--- src/rtl/uart_denetleyici_pkg.sv ---
// Shared register offsets, STAT bit positions and FSM state encoding for the UART peripheral.
package uart_denetleyici_pkg;

  localparam logic [7:0] UART_CTRL  = 8'h00;
  localparam logic [7:0] UART_STAT  = 8'h04;
  localparam logic [7:0] UART_RDATA = 8'h08;
  localparam logic [7:0] UART_WDATA = 8'h0C;

  localparam int STAT_TX_FULL   = 0;
  localparam int STAT_TX_EMPTY  = 1;
  localparam int STAT_RX_FULL   = 2;
  localparam int STAT_RX_EMPTY  = 3;
  localparam int STAT_FRAME_ERR = 4;
  localparam int STAT_OVERRUN   = 5;

  typedef enum logic [1:0] {
    ST_IDLE  = 2'd0,
    ST_START = 2'd1,
    ST_DATA  = 2'd2,
    ST_STOP  = 2'd3
  } uart_state_t;

  // A divider below 2 would leave no room for the half-bit start re-check.
  function automatic logic [15:0] eff_baud_div(input logic [15:0] div);
    return (div < 16'd2) ? 16'd2 : div;
  endfunction

endpackage

--- src/rtl/uart_denetleyici_fifo.sv ---
// Byte FIFO with combinational head; push accepted when full only if a pop happens in the same cycle.
// Zero-latency read of the head entry; writes to a full FIFO without a concurrent pop are dropped.
module uart_fifo #(
  parameter int DEPTH = 16,
  parameter int W     = 8
) (
  input  logic         clk_i,
  input  logic         rst_i,
  input  logic         push_i,
  input  logic [W-1:0] din_i,
  input  logic         pop_i,
  output logic [W-1:0] dout_o,
  output logic         full_o,
  output logic         empty_o
);

  localparam int AW = (DEPTH > 1) ? $clog2(DEPTH) : 1;
  typedef logic [AW:0]   cnt_t;
  typedef logic [AW-1:0] ptr_t;

  logic [W-1:0] r_mem [DEPTH];
  ptr_t         r_wptr;
  ptr_t         r_rptr;
  cnt_t         r_cnt;
  logic         w_push;
  logic         w_pop;

  assign w_pop   = pop_i & (r_cnt != '0);
  assign w_push  = push_i & ((r_cnt != cnt_t'(DEPTH)) | w_pop);
  assign full_o  = (r_cnt == cnt_t'(DEPTH));
  assign empty_o = (r_cnt == '0);
  assign dout_o  = r_mem[r_rptr];

  always_ff @(posedge clk_i) begin
    if (w_push) r_mem[r_wptr] <= din_i;
  end

  always_ff @(posedge clk_i) begin
    if (rst_i) begin
      r_wptr <= '0;
      r_rptr <= '0;
      r_cnt  <= '0;
    end else begin
      if (w_push) r_wptr <= r_wptr + ptr_t'(1);
      if (w_pop)  r_rptr <= r_rptr + ptr_t'(1);
      r_cnt <= r_cnt + cnt_t'(w_push) - cnt_t'(w_pop);
    end
  end

endmodule

--- src/rtl/uart_denetleyici.sv ---
// Wishbone-slave 8N1 UART: ack one cycle after strobe, never back-to-back; TX/RX buffered in byte FIFOs.
// Bus is never stalled: a write to a full TX FIFO is dropped, an RX byte arriving into a full FIFO sets overrun.
module uart_denetleyici
  import uart_denetleyici_pkg::*;
#(
  parameter int FIFO_DEPTH       = 16,
  parameter int DEFAULT_BAUD_DIV = 868
) (
  input  logic        clk_i,
  input  logic        rst_i,
  input  logic        cyc_i,
  input  logic        stb_i,
  input  logic        we_i,
  input  logic [7:0]  adr_i,
  input  logic [31:0] dat_i,
  input  logic [3:0]  sel_i,
  output logic        ack_o,
  output logic [31:0] dat_o,
  input  logic        uart_rx_i,
  output logic        uart_tx_o
);

  logic        r_ack;
  logic [31:0] r_dat;
  logic        r_tx_en;
  logic        r_rx_en;
  logic [15:0] r_baud_div;
  logic        r_frame_err;
  logic        r_overrun;

  logic        w_acc, w_wr, w_rd;
  logic [31:0] w_rdata;
  logic [15:0] w_div, w_div_m1, w_half_m1;
  logic        w_stat_w1c;
  logic        w_unused;

  logic        w_tx_push, w_tx_pop, w_tx_full, w_tx_empty;
  logic [7:0]  w_tx_dout;
  logic        w_rx_push, w_rx_pop, w_rx_full, w_rx_empty;
  logic [7:0]  w_rx_dout;
  logic        w_fe_set, w_ov_set;

  assign w_acc      = cyc_i & stb_i & ~r_ack;
  assign w_wr       = w_acc & we_i;
  assign w_rd       = w_acc & ~we_i;
  assign w_stat_w1c = w_wr & (adr_i == UART_STAT) & sel_i[0];
  assign w_tx_push  = w_wr & (adr_i == UART_WDATA) & sel_i[0];
  assign w_rx_pop   = w_rd & (adr_i == UART_RDATA) & ~w_rx_empty;
  assign w_unused   = ^{sel_i[1], dat_i[15:8]};

  assign w_div     = eff_baud_div(r_baud_div);
  assign w_div_m1  = w_div - 16'd1;
  assign w_half_m1 = (w_div >> 1) - 16'd1;

  always_comb begin
    w_rdata = '0;
    if (!we_i) begin
      case (adr_i)
        UART_CTRL: w_rdata = {r_baud_div, 14'd0, r_rx_en, r_tx_en};
        UART_STAT: begin
          w_rdata[STAT_TX_FULL]   = w_tx_full;
          w_rdata[STAT_TX_EMPTY]  = w_tx_empty;
          w_rdata[STAT_RX_FULL]   = w_rx_full;
          w_rdata[STAT_RX_EMPTY]  = w_rx_empty;
          w_rdata[STAT_FRAME_ERR] = r_frame_err;
          w_rdata[STAT_OVERRUN]   = r_overrun;
        end
        UART_RDATA: if (!w_rx_empty) w_rdata = {24'd0, w_rx_dout};
        default: ;
      endcase
    end
  end

  always_ff @(posedge clk_i) begin
    if (rst_i) begin
      r_ack       <= 1'b0;
      r_dat       <= '0;
      r_tx_en     <= 1'b0;
      r_rx_en     <= 1'b0;
      r_baud_div  <= 16'(DEFAULT_BAUD_DIV);
      r_frame_err <= 1'b0;
      r_overrun   <= 1'b0;
    end else begin
      r_ack <= w_acc;
      r_dat <= w_acc ? w_rdata : '0;
      if (w_wr && (adr_i == UART_CTRL)) begin
        if (sel_i[0]) begin
          r_tx_en <= dat_i[0];
          r_rx_en <= dat_i[1];
        end
        if (sel_i[2]) r_baud_div[7:0]  <= dat_i[23:16];
        if (sel_i[3]) r_baud_div[15:8] <= dat_i[31:24];
      end
      // A new error event in the same cycle as its W1C keeps the bit set.
      r_frame_err <= (r_frame_err & ~(w_stat_w1c & dat_i[STAT_FRAME_ERR])) | w_fe_set;
      r_overrun   <= (r_overrun   & ~(w_stat_w1c & dat_i[STAT_OVERRUN]))   | w_ov_set;
    end
  end

  uart_fifo #(.DEPTH(FIFO_DEPTH), .W(8)) u_tx_fifo (
    .clk_i   (clk_i),
    .rst_i   (rst_i),
    .push_i  (w_tx_push),
    .din_i   (dat_i[7:0]),
    .pop_i   (w_tx_pop),
    .dout_o  (w_tx_dout),
    .full_o  (w_tx_full),
    .empty_o (w_tx_empty)
  );

  // ---------------- TX ----------------
  uart_state_t r_tx_state, w_tx_state_nxt;
  logic [15:0] r_tx_cnt, w_tx_cnt_nxt;
  logic [2:0]  r_tx_bit, w_tx_bit_nxt;
  logic [7:0]  r_tx_shift, w_tx_shift_nxt;
  logic        r_tx_line, w_tx_line_nxt;
  logic        w_tx_go;

  assign w_tx_go = r_tx_en & ~w_tx_empty;

  always_comb begin
    w_tx_state_nxt = r_tx_state;
    w_tx_cnt_nxt   = r_tx_cnt - 16'd1;
    w_tx_bit_nxt   = r_tx_bit;
    w_tx_shift_nxt = r_tx_shift;
    w_tx_line_nxt  = r_tx_line;
    w_tx_pop       = 1'b0;
    case (r_tx_state)
      ST_IDLE: begin
        w_tx_cnt_nxt  = r_tx_cnt;
        w_tx_line_nxt = 1'b1;
        if (w_tx_go) begin
          w_tx_pop       = 1'b1;
          w_tx_shift_nxt = w_tx_dout;
          w_tx_cnt_nxt   = w_div_m1;
          w_tx_line_nxt  = 1'b0;
          w_tx_state_nxt = ST_START;
        end
      end
      ST_START: if (r_tx_cnt == 16'd0) begin
        w_tx_cnt_nxt   = w_div_m1;
        w_tx_bit_nxt   = 3'd0;
        w_tx_line_nxt  = r_tx_shift[0];
        w_tx_state_nxt = ST_DATA;
      end
      ST_DATA: if (r_tx_cnt == 16'd0) begin
        w_tx_cnt_nxt = w_div_m1;
        if (r_tx_bit == 3'd7) begin
          w_tx_line_nxt  = 1'b1;
          w_tx_state_nxt = ST_STOP;
        end else begin
          w_tx_bit_nxt   = r_tx_bit + 3'd1;
          w_tx_shift_nxt = r_tx_shift >> 1;
          w_tx_line_nxt  = r_tx_shift[1];
        end
      end
      ST_STOP: if (r_tx_cnt == 16'd0) begin
        // Chain straight into the next start bit so frames have no idle gap.
        if (w_tx_go) begin
          w_tx_pop       = 1'b1;
          w_tx_shift_nxt = w_tx_dout;
          w_tx_cnt_nxt   = w_div_m1;
          w_tx_line_nxt  = 1'b0;
          w_tx_state_nxt = ST_START;
        end else begin
          w_tx_line_nxt  = 1'b1;
          w_tx_state_nxt = ST_IDLE;
        end
      end
      default: w_tx_state_nxt = ST_IDLE;
    endcase
  end

  always_ff @(posedge clk_i) begin
    if (rst_i) begin
      r_tx_state <= ST_IDLE;
      r_tx_cnt   <= '0;
      r_tx_bit   <= '0;
      r_tx_shift <= '0;
      r_tx_line  <= 1'b1;
    end else begin
      r_tx_state <= w_tx_state_nxt;
      r_tx_cnt   <= w_tx_cnt_nxt;
      r_tx_bit   <= w_tx_bit_nxt;
      r_tx_shift <= w_tx_shift_nxt;
      r_tx_line  <= w_tx_line_nxt;
    end
  end

  // ---------------- RX ----------------
  uart_state_t r_rx_state, w_rx_state_nxt;
  logic [15:0] r_rx_cnt, w_rx_cnt_nxt;
  logic [2:0]  r_rx_bit, w_rx_bit_nxt;
  logic [7:0]  r_rx_shift, w_rx_shift_nxt;
  logic        r_rx_sync1, r_rx_sync2, r_rx_prev;
  logic        w_rx_fall;

  assign w_rx_fall = r_rx_prev & ~r_rx_sync2;

  always_comb begin
    w_rx_state_nxt = r_rx_state;
    w_rx_cnt_nxt   = r_rx_cnt - 16'd1;
    w_rx_bit_nxt   = r_rx_bit;
    w_rx_shift_nxt = r_rx_shift;
    w_rx_push      = 1'b0;
    w_fe_set       = 1'b0;
    w_ov_set       = 1'b0;
    if (!r_rx_en) begin
      w_rx_state_nxt = ST_IDLE;
    end else begin
      case (r_rx_state)
        ST_IDLE: begin
          w_rx_cnt_nxt = r_rx_cnt;
          if (w_rx_fall) begin
            w_rx_cnt_nxt   = w_half_m1;
            w_rx_state_nxt = ST_START;
          end
        end
        ST_START: if (r_rx_cnt == 16'd0) begin
          w_rx_cnt_nxt   = w_div_m1;
          w_rx_bit_nxt   = 3'd0;
          w_rx_state_nxt = r_rx_sync2 ? ST_IDLE : ST_DATA;
        end
        ST_DATA: if (r_rx_cnt == 16'd0) begin
          w_rx_cnt_nxt   = w_div_m1;
          w_rx_shift_nxt = {r_rx_sync2, r_rx_shift[7:1]};
          if (r_rx_bit == 3'd7) w_rx_state_nxt = ST_STOP;
          else                  w_rx_bit_nxt   = r_rx_bit + 3'd1;
        end
        ST_STOP: if (r_rx_cnt == 16'd0) begin
          w_rx_state_nxt = ST_IDLE;
          if (r_rx_sync2) begin
            w_rx_push = 1'b1;
            w_ov_set  = w_rx_full & ~w_rx_pop;
          end else begin
            w_fe_set  = 1'b1;
          end
        end
        default: w_rx_state_nxt = ST_IDLE;
      endcase
    end
  end

  always_ff @(posedge clk_i) begin
    if (rst_i) begin
      r_rx_sync1 <= 1'b1;
      r_rx_sync2 <= 1'b1;
      r_rx_prev  <= 1'b1;
      r_rx_state <= ST_IDLE;
      r_rx_cnt   <= '0;
      r_rx_bit   <= '0;
      r_rx_shift <= '0;
    end else begin
      r_rx_sync1 <= uart_rx_i;
      r_rx_sync2 <= r_rx_sync1;
      r_rx_prev  <= r_rx_sync2;
      r_rx_state <= w_rx_state_nxt;
      r_rx_cnt   <= w_rx_cnt_nxt;
      r_rx_bit   <= w_rx_bit_nxt;
      r_rx_shift <= w_rx_shift_nxt;
    end
  end

  uart_fifo #(.DEPTH(FIFO_DEPTH), .W(8)) u_rx_fifo (
    .clk_i   (clk_i),
    .rst_i   (rst_i),
    .push_i  (w_rx_push),
    .din_i   (r_rx_shift),
    .pop_i   (w_rx_pop),
    .dout_o  (w_rx_dout),
    .full_o  (w_rx_full),
    .empty_o (w_rx_empty)
  );

  assign ack_o     = r_ack;
  assign dat_o     = r_dat;
  assign uart_tx_o = r_tx_line;

endmodule
--- config.mk ---
export PLATFORM = sky130hd
export DESIGN_NAME = uart_denetleyici
export DESIGN_NICKNAME = d
export VERILOG_FILES = /design/src/rtl/uart_denetleyici_pkg.sv /design/src/rtl/uart_denetleyici_fifo.sv /design/src/rtl/uart_denetleyici.sv
export SDC_FILE = /design/constraint.sdc
export NUM_CORES = 1
export LEC_CHECK = 0
export CAP_MARGIN = 20
export CORE_MARGIN = 1
export CORE_UTILIZATION = 40
export CTS_BUF_LIST = sky130_fd_sc_hd__clkbuf_8 sky130_fd_sc_hd__clkbuf_16
export CTS_CLUSTER_DIAMETER = 60
export CTS_CLUSTER_SIZE = 28
export DETAILED_ROUTE_END_ITERATION = 10
export MAX_ROUTING_LAYER = met4
export PLACE_DENSITY = 0.55
export SLEW_MARGIN = 20
export SYNTH_ARGS = -nofsm -noshare
export SYNTH_HDL_FRONTEND = slang
export SYNTH_SLANG_ARGS = --single-unit
--- constraint.sdc ---
create_clock -name clk_i -period 4.1 [get_ports clk_i]
set_clock_uncertainty 0.15 [all_clocks]
set_input_delay 0.41 -clock clk_i [delete_from_list [all_inputs] [get_ports clk_i]]
set_output_delay 0.41 -clock clk_i [all_outputs]
set_load 0.005 [all_outputs]
# Word-level counts from Yosys, hierarchy flattened

Memory sizes are Yosys's and may differ from the RTL's. A register that Yosys moved wholly into a read port is not among the register bits.
Cells that the tools add are included.

$add $sub $neg: 14
Multiply operators: 0
Divide/modulo/power cells: 0
Order comparisons: 1
Equal/unequal tests: 28
Shift-type cells: 0
Muxes and demuxes: 69
Bitwise operators: 35
Reduce and logical (&&, ||, !) cells: 27

Operators by type and width:

| cell                                                                          | count |
|---|---|
| 16-bit two-way mux                                                            | 8 |
| 26-bit case mux with 2 select lines                                           | 1 |
| 16-bit case mux with 3 select lines                                           | 1 |
| 16-bit by 1-bit subtractor with 16-bit output, second input constant          | 3 |
| 8-bit two-way mux                                                             | 5 |
| 16-bit logical NOT                                                            | 2 |
| 16-bit case mux with 2 select lines                                           | 1 |
| 1-bit two-way mux                                                             | 24 |
| 2-bit != test, second input constant                                          | 12 |
| 8-bit case mux with 3 select lines                                            | 1 |
| 2-bit two-way mux                                                             | 11 |
| 1-bit AND                                                                     | 21 |
| 3-bit two-way mux                                                             | 6 |
| 6-bit case mux with 3 select lines                                            | 1 |
| 4-bit by 1-bit adder with 4-bit output, second input constant                 | 4 |
| 8-bit by 4-bit == test with 1-bit output, second input constant               | 2 |
| 16-bit by 2-bit less-than comparator with 1-bit output, second input constant | 1 |
| 4-bit two-way mux                                                             | 4 |
| 2-bit case mux with 4 select lines                                            | 2 |
| 15-bit by 1-bit subtractor with 16-bit output, second input constant          | 1 |
| 5-bit AND reduction                                                           | 3 |
| 3-bit case mux with 2 select lines                                            | 2 |
| 5-bit by 1-bit adder with 5-bit output                                        | 2 |
| 5-bit == test, second input constant                                          | 2 |
| 24 further kinds                                                              | 54 |

Register bits after elaboration: 141
Bits in latches: 0
Memory bits (writable): 256
ROM bits: 0
Input port bits: 50
Output and inout port bits: 34
Logic and storage cells: 202
Memories: 2

Memory list:

| name            | words | width | rd ports | clocked after memory_dff | wr ports | line                        | RTL |
|---|---|---|---|---|---|---|---|
| u_rx_fifo.r_mem | 16    | 8     | 1        | 1                        | 1        | uart_denetleyici_fifo.sv:21 | `logic [W-1:0] r_mem [DEPTH];` |
| u_tx_fifo.r_mem | 16    | 8     | 1        | 1                        | 1        | uart_denetleyici_fifo.sv:21 |  |

# Depth between registers and ports, before layout

Gate-level depths: netlist of run 1.

Word-level depth: 12
Mapped depth: 16
Depth with buffers taken out: 15

# Modules after synthesis

Synthesis of run 1 repeated with hierarchy kept, for this count alone.

Cells, all modules: 1376
Area, all modules: 17697.0 um2

By module, submodules not included:

| module                 | times used | cells each | area each (um2) | seq. area each (um2) |
|---|---|---|---|---|
| uart_denetleyici       | 1          | 763        | 6117.1          | 2142.1 |
| uart_fifo at u_tx_fifo | 1          | 307        | 5816.8          | 4184.0 |
| uart_fifo at u_rx_fifo | 1          | 306        | 5763.0          | 4184.0 |

# Least setup slack after synthesis of run 1

OpenSTA, ideal clock, no wires.

Path kind: input to register
Start point: input adr_i[1]
End point: memory u_rx_fifo.r_mem[11][0], enable pin
Setup time: 0.395 ns
Arrival time: 3.198 ns
Data required time: 3.555 ns
Slack: 0.358 ns
Stages on the path: 5
Buffers on the path: 0
Cell sequence: or4_4 -> or4b_4 -> or4_4 -> a211o_2 -> nor4_1

Longest elaborated chain between the ends: 8

Ends and longest elaborated chain:

| what                                     | line                        | RTL |
|---|---|---|
| start: declaration                       | uart_denetleyici.sv:14      | `input logic [7:0] adr_i,` |
| 8-bit by 4-bit == test with 1-bit output | uart_denetleyici.sv:48      | `assign w_rx_pop = w_rd & (adr_i == UART_RDATA) & ~w_rx_empty;` |
| 1-bit AND (2 in series)                  | uart_denetleyici.sv:48      |  |
| 1-bit AND                                | uart_denetleyici_fifo.sv:28 | `assign w_pop = pop_i & (r_cnt != '0);` |
| 1-bit bitwise OR                         | uart_denetleyici_fifo.sv:29 | `assign w_push = push_i & ((r_cnt != cnt_t'(DEPTH)) \| w_pop);` |
| 1-bit AND                                | uart_denetleyici_fifo.sv:29 |  |
| 1-bit two-way mux                        | uart_denetleyici_fifo.sv:35 | `if (w_push) r_mem[r_wptr] <= din_i;` |
| 1-bit two-way mux (implied by the code)  | uart_denetleyici_fifo.sv:35 |  |
| end: declaration                         | uart_denetleyici_fifo.sv:21 |  |

No other way between the ends.

# Final worst setup path of run 1

Start point: register u_tx_fifo.r_cnt[3]
End point: register u_tx_fifo.r_cnt[4]

Longest elaborated chain between the ends: 11
Elaborated cells between the ends (all ways): 13
Classes of those cells: add/sub: 2; eq/ne: 1; mux: 3; bitwise: 5; reduce/logical: 2

Ends and longest elaborated chain:

| what                                            | line                                             | RTL |
|---|---|---|
| start: declaration                              | uart_denetleyici_fifo.sv:24                      | `cnt_t r_cnt;` |
| start signal: assignment                        | uart_denetleyici_fifo.sv:46                      | `r_cnt <= r_cnt + cnt_t'(w_push) - cnt_t'(w_pop);` |
| 5-bit logical NOT                               | uart_denetleyici_fifo.sv:31                      | `assign empty_o = (r_cnt == '0);` |
| 1-bit inverter                                  | uart_denetleyici.sv:119                          | `assign w_tx_go = r_tx_en & ~w_tx_empty;` |
| 1-bit AND                                       | uart_denetleyici.sv:119                          |  |
| 1-bit two-way mux                               | uart_denetleyici.sv:132, uart_denetleyici.sv:159 |  |
| 1-bit two-way mux                               | uart_denetleyici.sv:157                          | `ST_STOP: if (r_tx_cnt == 16'd0) begin` |
| 1-bit case mux with 2 select lines              | uart_denetleyici.sv:128                          | `case (r_tx_state)` |
| 1-bit AND                                       | uart_denetleyici_fifo.sv:28                      |  |
| 1-bit bitwise OR                                | uart_denetleyici_fifo.sv:29                      |  |
| 1-bit AND                                       | uart_denetleyici_fifo.sv:29                      |  |
| 5-bit by 1-bit adder with 5-bit output          | uart_denetleyici_fifo.sv:46                      |  |
| 5-bit by 1-bit subtractor with 5-bit output (*) | uart_denetleyici_fifo.sv:46                      |  |

Every way passes the cells marked *; elsewhere a longest branch is shown, timed or not.
A chain may end at the register's enable or synchronous reset.

==> results of run 1 <==
flip-flops by register name, indices dropped and copies added (netlist names), 2 cells and up, named ones only:
register / count
u_tx_fifo.r_rptr: 4
r_baud_div: 16
dat_o: 24
r_tx_shift: 8
u_rx_fifo.r_rptr: 4
r_rx_bit: 3
u_rx_fifo.r_mem: 128
u_tx_fifo.r_wptr: 4
r_tx_bit: 3
u_tx_fifo.r_cnt: 5
r_rx_cnt: 16
r_tx_cnt: 16
u_rx_fifo.r_wptr: 4
r_rx_shift: 8
u_rx_fifo.r_cnt: 5
u_tx_fifo.r_mem: 128
r_tx_state: 2
cell usage in the layout (no fill, tap or decap), types with 28 or more instances in the layout:
cell type,n
a21oi_1,73
and2_1,32
buf_4,45
clkbuf_16,31
clkdlybuf4s50_1,65
dfxtp_1,138
edfxtp_1,256
ha_1,41
inv_1,42
mux2i_1,30
mux4_2,71
nand2_1,102
nor2_1,96
nor3_1,29
o21ai_0,39
xnor2_1,28
worst max path at each step:
stage / slack (ns) / depth (start not counted) / end
2_1_floorplan: 0.36 / 5 / u_rx_fifo.r_mem[11][0]
3_3_place_gp: 0.03 / 14 / u_rx_fifo.r_cnt[4]
3_5_place_dp: -0.02 / 14 / u_rx_fifo.r_cnt[4]
6_report: 0.32 / 14 / u_tx_fifo.r_cnt[4]
5_1_grt: 0.11 / 14 / u_tx_fifo.r_cnt[4]
4_1_cts: 0.30 / 14 / u_tx_fifo.r_cnt[4]
layer usage:
metal / track usage (%) / up-vias / wire, um
li1: - / 5289 / -
met1: 27.1 / 5505 / 19400
met2: 30.2 / 261 / 19400
met3: 3.31 / 39 / 2370
met4: 4.30 / 0 / 686
met5: - / - / 0
synth_stat cells, drive strengths merged, types with 4 or more instances:
| master | count |
|---|---|
| edfxtp | 256 |
| dfxtp | 141 |
| nand2 | 102 |
| nor2 | 96 |
| a21oi | 73 |
| mux4 | 71 |
| clkbuf | 57 |
| ha | 41 |
| inv | 41 |
| o21ai | 39 |
| and2 | 33 |
| nor3 | 31 |
| mux2i | 30 |
| xnor2 | 28 |
| buf | 27 |
| a211oi | 24 |
| xor2 | 24 |
| nor4 | 23 |
| nand3 | 22 |
| nor2b | 19 |
| and3 | 18 |
| or3 | 14 |
| or4 | 12 |
| a31oi | 9 |
| a311oi | 8 |
| nand2b | 8 |
| nand4 | 8 |
| or2 | 7 |
| a22oi | 6 |
| a31o | 6 |
| o211ai | 6 |
| a21o | 5 |
| and4 | 5 |
| a22o | 4 |
| a32oi | 4 |
| nand3b | 4 |
| o2bb2ai | 4 |
logic make-up (layout without fill, tap and decap cells):
kind of cell / count (synthesis) / count (layout) / synth area share [%]
buffers and inverters: 125 / 217 / 2.99
other: 1 / 8 / 0.0213
AND/OR/NAND/NOR: 418 / 418 / 12.3
adder cells (fa/ha/maj): 43 / 43 / 3.13
XOR/XNOR: 52 / 52 / 2.58
AO/OA/AOI/OAI: 226 / 226 / 8.55
flip-flops: 397 / 397 / 59.6
multiplexers: 102 / 102 / 10.8
layout make-up:
cell class | count | share of cell area (%)
tap | 585 | 3.60
multi-input combinational | 849 | 32.6
timing repair buffer | 118 | 5.64
sequential | 397 | 51.7
clock inverter | 27 | 1.90
inverter | 41 | 0.756
clock buffer | 31 | 3.81
critical path, stage by stage (launching register included):
cell and delay (ns):
dfxtp_1 0.32, inv_1 0.08, ha_1 0.15, or4b_2 0.74, and2_1 0.29, nand2b_1 0.22, nor2_1 0.13, ha_1 0.30
inv_1 0.04, ha_1 0.20, fa_1 0.40, a21oi_1 0.15, nor2_1 0.07, or3_1 0.34, a21oi_1 0.14
power breakdown:
group / total (mW) / internal (mW) / switching (mW)
sequential: 4.34 / 4.27 / 0.0637
combinational: 0.847 / 0.334 / 0.513
clock: 3.34 / 1.69 / 1.64
per-stage QoR:
step                util [%]  power (mW)  hold slack [ns]  TNS [ns]  area, um^2
floorplan                  -        4.99            0.239         0       17700
global placement        44.4        5.25            0.246         0       19200
detailed placement      44.4        5.25            0.245    -0.114       19200
CTS                     47.0        8.60           0.0987         0       20400
global route            47.0        8.87            0.120         0       20400
finish                  47.0        8.52            0.126         0       20400
==> flow_summary.json, run 1 <==
{
  "power.leakage_nw": 6.97,
  "report.final.slew_viol_count": 0,
  "crit_path_start_kind": "register",
  "synth_async_sr_flop_share_pct": 0,
  "critical_path_end_type": "register",
  "drtPass1Iterations": 5,
  "synth-edff-count": 256,
  "postRouteWirelength_um": 41900,
  "grt_usage_pct": 19.6,
  "drt-vias-per-instance": 5.42,
  "post_synth_main_area_contributors": "edfxtp_1 44%, dfxtp_1 16%, mux4_2 9.1%",
  "setup_viol": 0,
  "cts-root-buf": "clkbuf_16",
  "crit_start": "u_tx_fifo.r_cnt[3]",
  "grt_pass1_wl_um": 65500,
  "num-fill-cells": 3909,
  "setup_slack_ns": 0.319,
  "place_congestion": 0.856,
  "grt_setup_unrepaired": "false",
  "synth-seq-area-share_pct": 59.6,
  "ff_latch_area_um2": 10500,
  "dominantRegCellSynth": "edfxtp_1",
  "final.period_utilization_pct": 92.2,
  "max_freq_mhz": 264,
  "final_cells": 2048,
  "numPortBuffers": 66,
  "cts.reportedPaths.clkPinSlew_ns": 0.08,
  "areaGrowthSynthToFinish_pct": 15.4,
  "timing.critical_path.fanout_max": 7,
  "worst_r2r_startpoint": "u_tx_fifo.r_cnt[3]",
  "dieHeight_um": 212,
  "dieWidth_um": 212,
  "grt_antenna_before_repair": 0,
  "drt_iter0_markers": 717,
  "layout_min_cycle_time_ns": 3.78,
  "timing.setup.critical_path_class": "reg2reg",
  "worstRegToRegCells": 14,
  "synth_cell_type_count": 81,
  "ir_worst_vdd_uv": 348,
  "drt-wirelength-per-cell_um": 20.4,
  "worstHoldEndpoint": "u_tx_fifo.r_wptr[1]",
  "drive_gt1_share_pct": 14.8,
  "postSynthAreaPerCell_um2": 12.9,
  "max_slew_margin_pct": 31.2,
  "std_cell_rows": 76,
  "cts_made_buffers": 31,
  "crit-reg2reg-capture": "u_tx_fifo.r_cnt[4]",
  "r2r_setup_slack_ns": 0.32,
  "maxCapViolCount": 0,
  "htree_num_levels": 1,
  "detailedPlacementHpwl_um": 28800,
  "std_cell_core_area_um2": 43300,
  "cts_buffer_depth": 3,
  "worst_pin_slew_ns": 1.03,
  "ys_seq_elements": 397,
  "cts_tree": "built",
  "starting_density_of_the_core_pct": 40.8,
  "hold_viol_final": 0,
  "design.die.area_um2": 44900,
  "clock_sinks": 397,
  "final_antenna_net_count": 0,
  "run_status": "complete, no violations",
  "io-pin-count": 84,
  "clock_insertion_delay_worst_skew_ns": 0.60,
  "antenna_cells": 0,
  "crit_required_ns": 4.46,
  "cts_post_setup_buffers_inserted": 0,
  "leftover_overflow_at_the_end_of_global_routing": 0,
  "hp-class": "in2reg",
  "dr_total_vias": 11100,
  "post-place-ws_ns": -0.0181,
  "power_per_cell_area_nw_per_um2": 419,
  "multi_input_area_um2": 6640,
  "finalNetCount": 1531,
  "hold_path_startpoint": "rst_i",
  "synth_top_cell_area_share_pct": 43.6,
  "post_synth_instance_area_um2": 17600,
  "synthesis.yosys.warnings": 0,
  "numPlacedInstances": 1990,
  "crit_arrival_ns": 4.15,
  "synth_top_area_cell": "edfxtp_1",
  "drt_drc_violations_left": 0,
  "grt_max_degree": 47,
  "first_global_vias": 11000,
  "netlist_instances": 1364,
  "postCtsResizedCells": 0,
  "post_cts_hold_buffer_count": 0,
  "holdPathStages": 2
}
(Power assumes the default switching activity.)
==> inputs of run 2 (changes only) <==
--- a/config.mk
+++ b/config.mk
@@ -13,7 +13,7 @@
 export CTS_CLUSTER_SIZE = 28
 export DETAILED_ROUTE_END_ITERATION = 10
 export MAX_ROUTING_LAYER = met4
-export PLACE_DENSITY = 0.55
+export PLACE_DENSITY = 0.57
 export SLEW_MARGIN = 20
 export SYNTH_ARGS = -nofsm -noshare
 export SYNTH_HDL_FRONTEND = slang
==> constraint.sdc (replaced) <==
create_clock -name clk_i -period 3.1 [get_ports clk_i]
set_clock_uncertainty 0.15 [all_clocks]
set_input_delay 0.31 -clock clk_i [delete_from_list [all_inputs] [get_ports clk_i]]
set_output_delay 0.31 -clock clk_i [all_outputs]
set_load 0.005 [all_outputs]
==> flow_summary.json, run 2 (same netlist as run 1, synthesis figures left out) <==
{
  "power.leakage_nw": 7.56,
  "first_global_vias": 11100,
  "p_int_mw": 8.23,
  "cts_tree": "built",
  "worst_pin_slew_ns": 0.882,
  "dieHeight_um": 212,
  "crit_path_max_incr_delay_ns": 0.57,
  "critical_path.cell_chain": "dlymetal6s2s_1 -> or4_4 -> or4b_4 -> or4_4 -> a211o_4 -> inv_4 -> ha_4 -> inv_2 -> fa_2 -> inv_2 -> a21oi_2 -> nor2_2 -> or3_1 -> a21oi_1",
  "std_cell_core_area_um2": 43300,
  "fin_total_pwr_mw": 11.3,
  "timing.setup.critical_path_class": "in2reg",
  "numPortBuffers": 66,
  "timing.critical_path.fanout_max": 3,
  "violations": "negative setup slack",
  "ir_worst_vdd_uv": 379,
  "postRouteWirelength_um": 43300,
  "setup_slack_ns": -0.00994,
  "drt-wirelength-per-cell_um": 20.1,
  "critical-path-top-delay-family": "simple AND/OR/NAND/NOR gates",
  "htree_num_levels": 1,
  "mostFrequentLayoutCells": "256 x edfxtp_1, 135 x dfxtp_1, 135 x buf_4",
  "leftover_overflow_at_the_end_of_global_routing": 0,
  "final.period_utilization_pct": 100,
  "std_cell_rows": 76,
  "crit_path_start_kind": "primary input",
  "critPathBufInv": 4,
  "run_status": "finished with violations",
  "sequentialPowerShare_pct": 50.9,
  "placement.cell_area_um2": 20200,
  "hp-class": "in2reg",
  "crit_slowest_cell": "or4_4",
  "cts_buffer_depth": 3,
  "worstRegToRegCells": 9,
  "layout_min_cycle_time_ns": 3.11,
  "post-place-ws_ns": -0.850,
  "max_freq_mhz": 322,
  "dr_total_vias": 11600,
  "setup_viol": 1,
  "clock_sinks": 397,
  "grt_antenna_before_repair": 1,
  "dieWidth_um": 212,
  "crit_required_ns": 3.42,
  "grt_max_degree": 45,
  "place_congestion": 0.883,
  "drt_drc_violations_left": 0,
  "io-pin-count": 84,
  "power_per_cell_area_nw_per_um2": 523,
  "drt-vias-per-instance": 5.41,
  "hold_viol_final": 0,
  "cts.reportedPaths.clkPinSlew_ns": 0.08,
  "grt_setup_unrepaired": "true",
  "netSwitchingFraction_pct": 26.9,
  "cts_made_buffers": 31,
  "detailedPlacementHpwl_um": 30100,
  "drt_iter0_markers": 913,
  "final_common_cell": "edfxtp_1",
  "clock_insertion_delay_worst_skew_ns": 0.60,
  "num-fill-cells": 3798,
  "critical_path_end_type": "register",
  "cts-root-buf": "clkbuf_16",
  "starting_density_of_the_core_pct": 40.8,
  "final_antenna_net_count": 0,
  "crit_arrival_ns": 3.43,
  "number_of_stages_on_the_worst_setup_path": 14,
  "drtPass1Iterations": 5,
  "grt_usage_pct": 20.0,
  "finalNetCount": 1635,
  "antenna_cells": 0,
  "max_slew_margin_pct": 41.1,
  "p_comb_share_pct": 11.2,
  "power.share.clock_pct": 37.9,
  "areaGrowthSynthToFinish_pct": 21.9,
  "holdPathStages": 2,
  "grt_pass1_wl_um": 66400,
  "cell_area_after_layout_um2": 21500,
  "maxCapViolCount": 0,
  "design.die.area_um2": 44900,
  "report.final.slew_viol_count": 0,
  "drive_gt1_share_pct": 24.3,
  "switching_power_mw": 3.03
}
[run 2: power groups by stage]
stage | registers, mW | logic [mW] | clock network (mW)
finish | 5.73 | 1.26 | 4.26
global placement | 5.84 | 1.21 | 0
global route | 5.74 | 1.39 | 4.56
CTS | 5.72 | 1.23 | 4.37
detailed placement | 5.85 | 1.22 | 0
floorplan | 5.83 | 0.792 | 0
[run 2: path summary, 6_finish.rpt]
kind / startpoint / to / slack (ns)
setup / recovery: adr_i[0] / u_rx_fifo.r_cnt[4] / -0.01
hold / removal: uart_rx_i / r_rx_sync1 / 0.12
hold reg to reg: r_rx_sync1 / r_rx_sync2 / 0.26
setup reg to reg: r_baud_div[8] / r_rx_cnt[12] / 0.02
[run 2: cell type report]
class / instances / area [um^2] / area share, %
clock buffer: 31 / 776 / 3.61
clock inverter: 27 / 324 / 1.51
inverter: 41 / 156 / 0.728
multi-input combinational: 849 / 6910 / 32.2
sequential: 397 / 10500 / 48.9
tap: 585 / 732 / 3.40
timing repair buffer: 222 / 2080 / 9.67
[run 2: stage by stage]
stage / hold slack (ns) / setup TNS, ns / instances / utilization, %
after floorplan: 0.239 / -21.32 / 1371 / -
after global placement: 0.245 / -91.79 / 2085 / 46.7
after detailed placement: 0.242 / -98.70 / 2085 / 46.7
after CTS: 0.0966 / -0.101 / 2145 / 49.3
after global routing: 0.119 / -0.327 / 2152 / 49.7
final: 0.121 / -0.00994 / 2152 / 49.7
[run 2: worst reg2reg max path, stage by stage, from the launching register on]
cell	delay (ns)
dfxtp_1	0.32
or4_4	0.59
o41ai_4	0.39
ha_2	0.24
nor3b_4	0.29
nand3_2	0.13
xnor2_2	0.24
nor3_2	0.06
or3_1	0.32
a311oi_2	0.26
[run 2: routing by layer]
layer / vias to the layer above / GRT usage [%] / part of all wire [%]
met3: 57 / 2.16 / 5.2
met2: 330 / 30.3 / 46
met5: - / - / 0
met1: 5747 / 28.8 / 47
met4: 0 / 5.02 / 2.0
li1: 5507 / - / -
[run 2: timing repair]
| item | in CTS | in global routing |
|---|---|---|
| setup endpoints to repair | 124 | 135 |
| gates cloned | 0 | 0 |
| hold endpoints to repair | 18 | 0 |
| hold buffers | 1 | 0 |
| pin swaps | 3 | 24 |
| setup buffers | 1 | 7 |
| gates resized for setup | 6 | 35 |
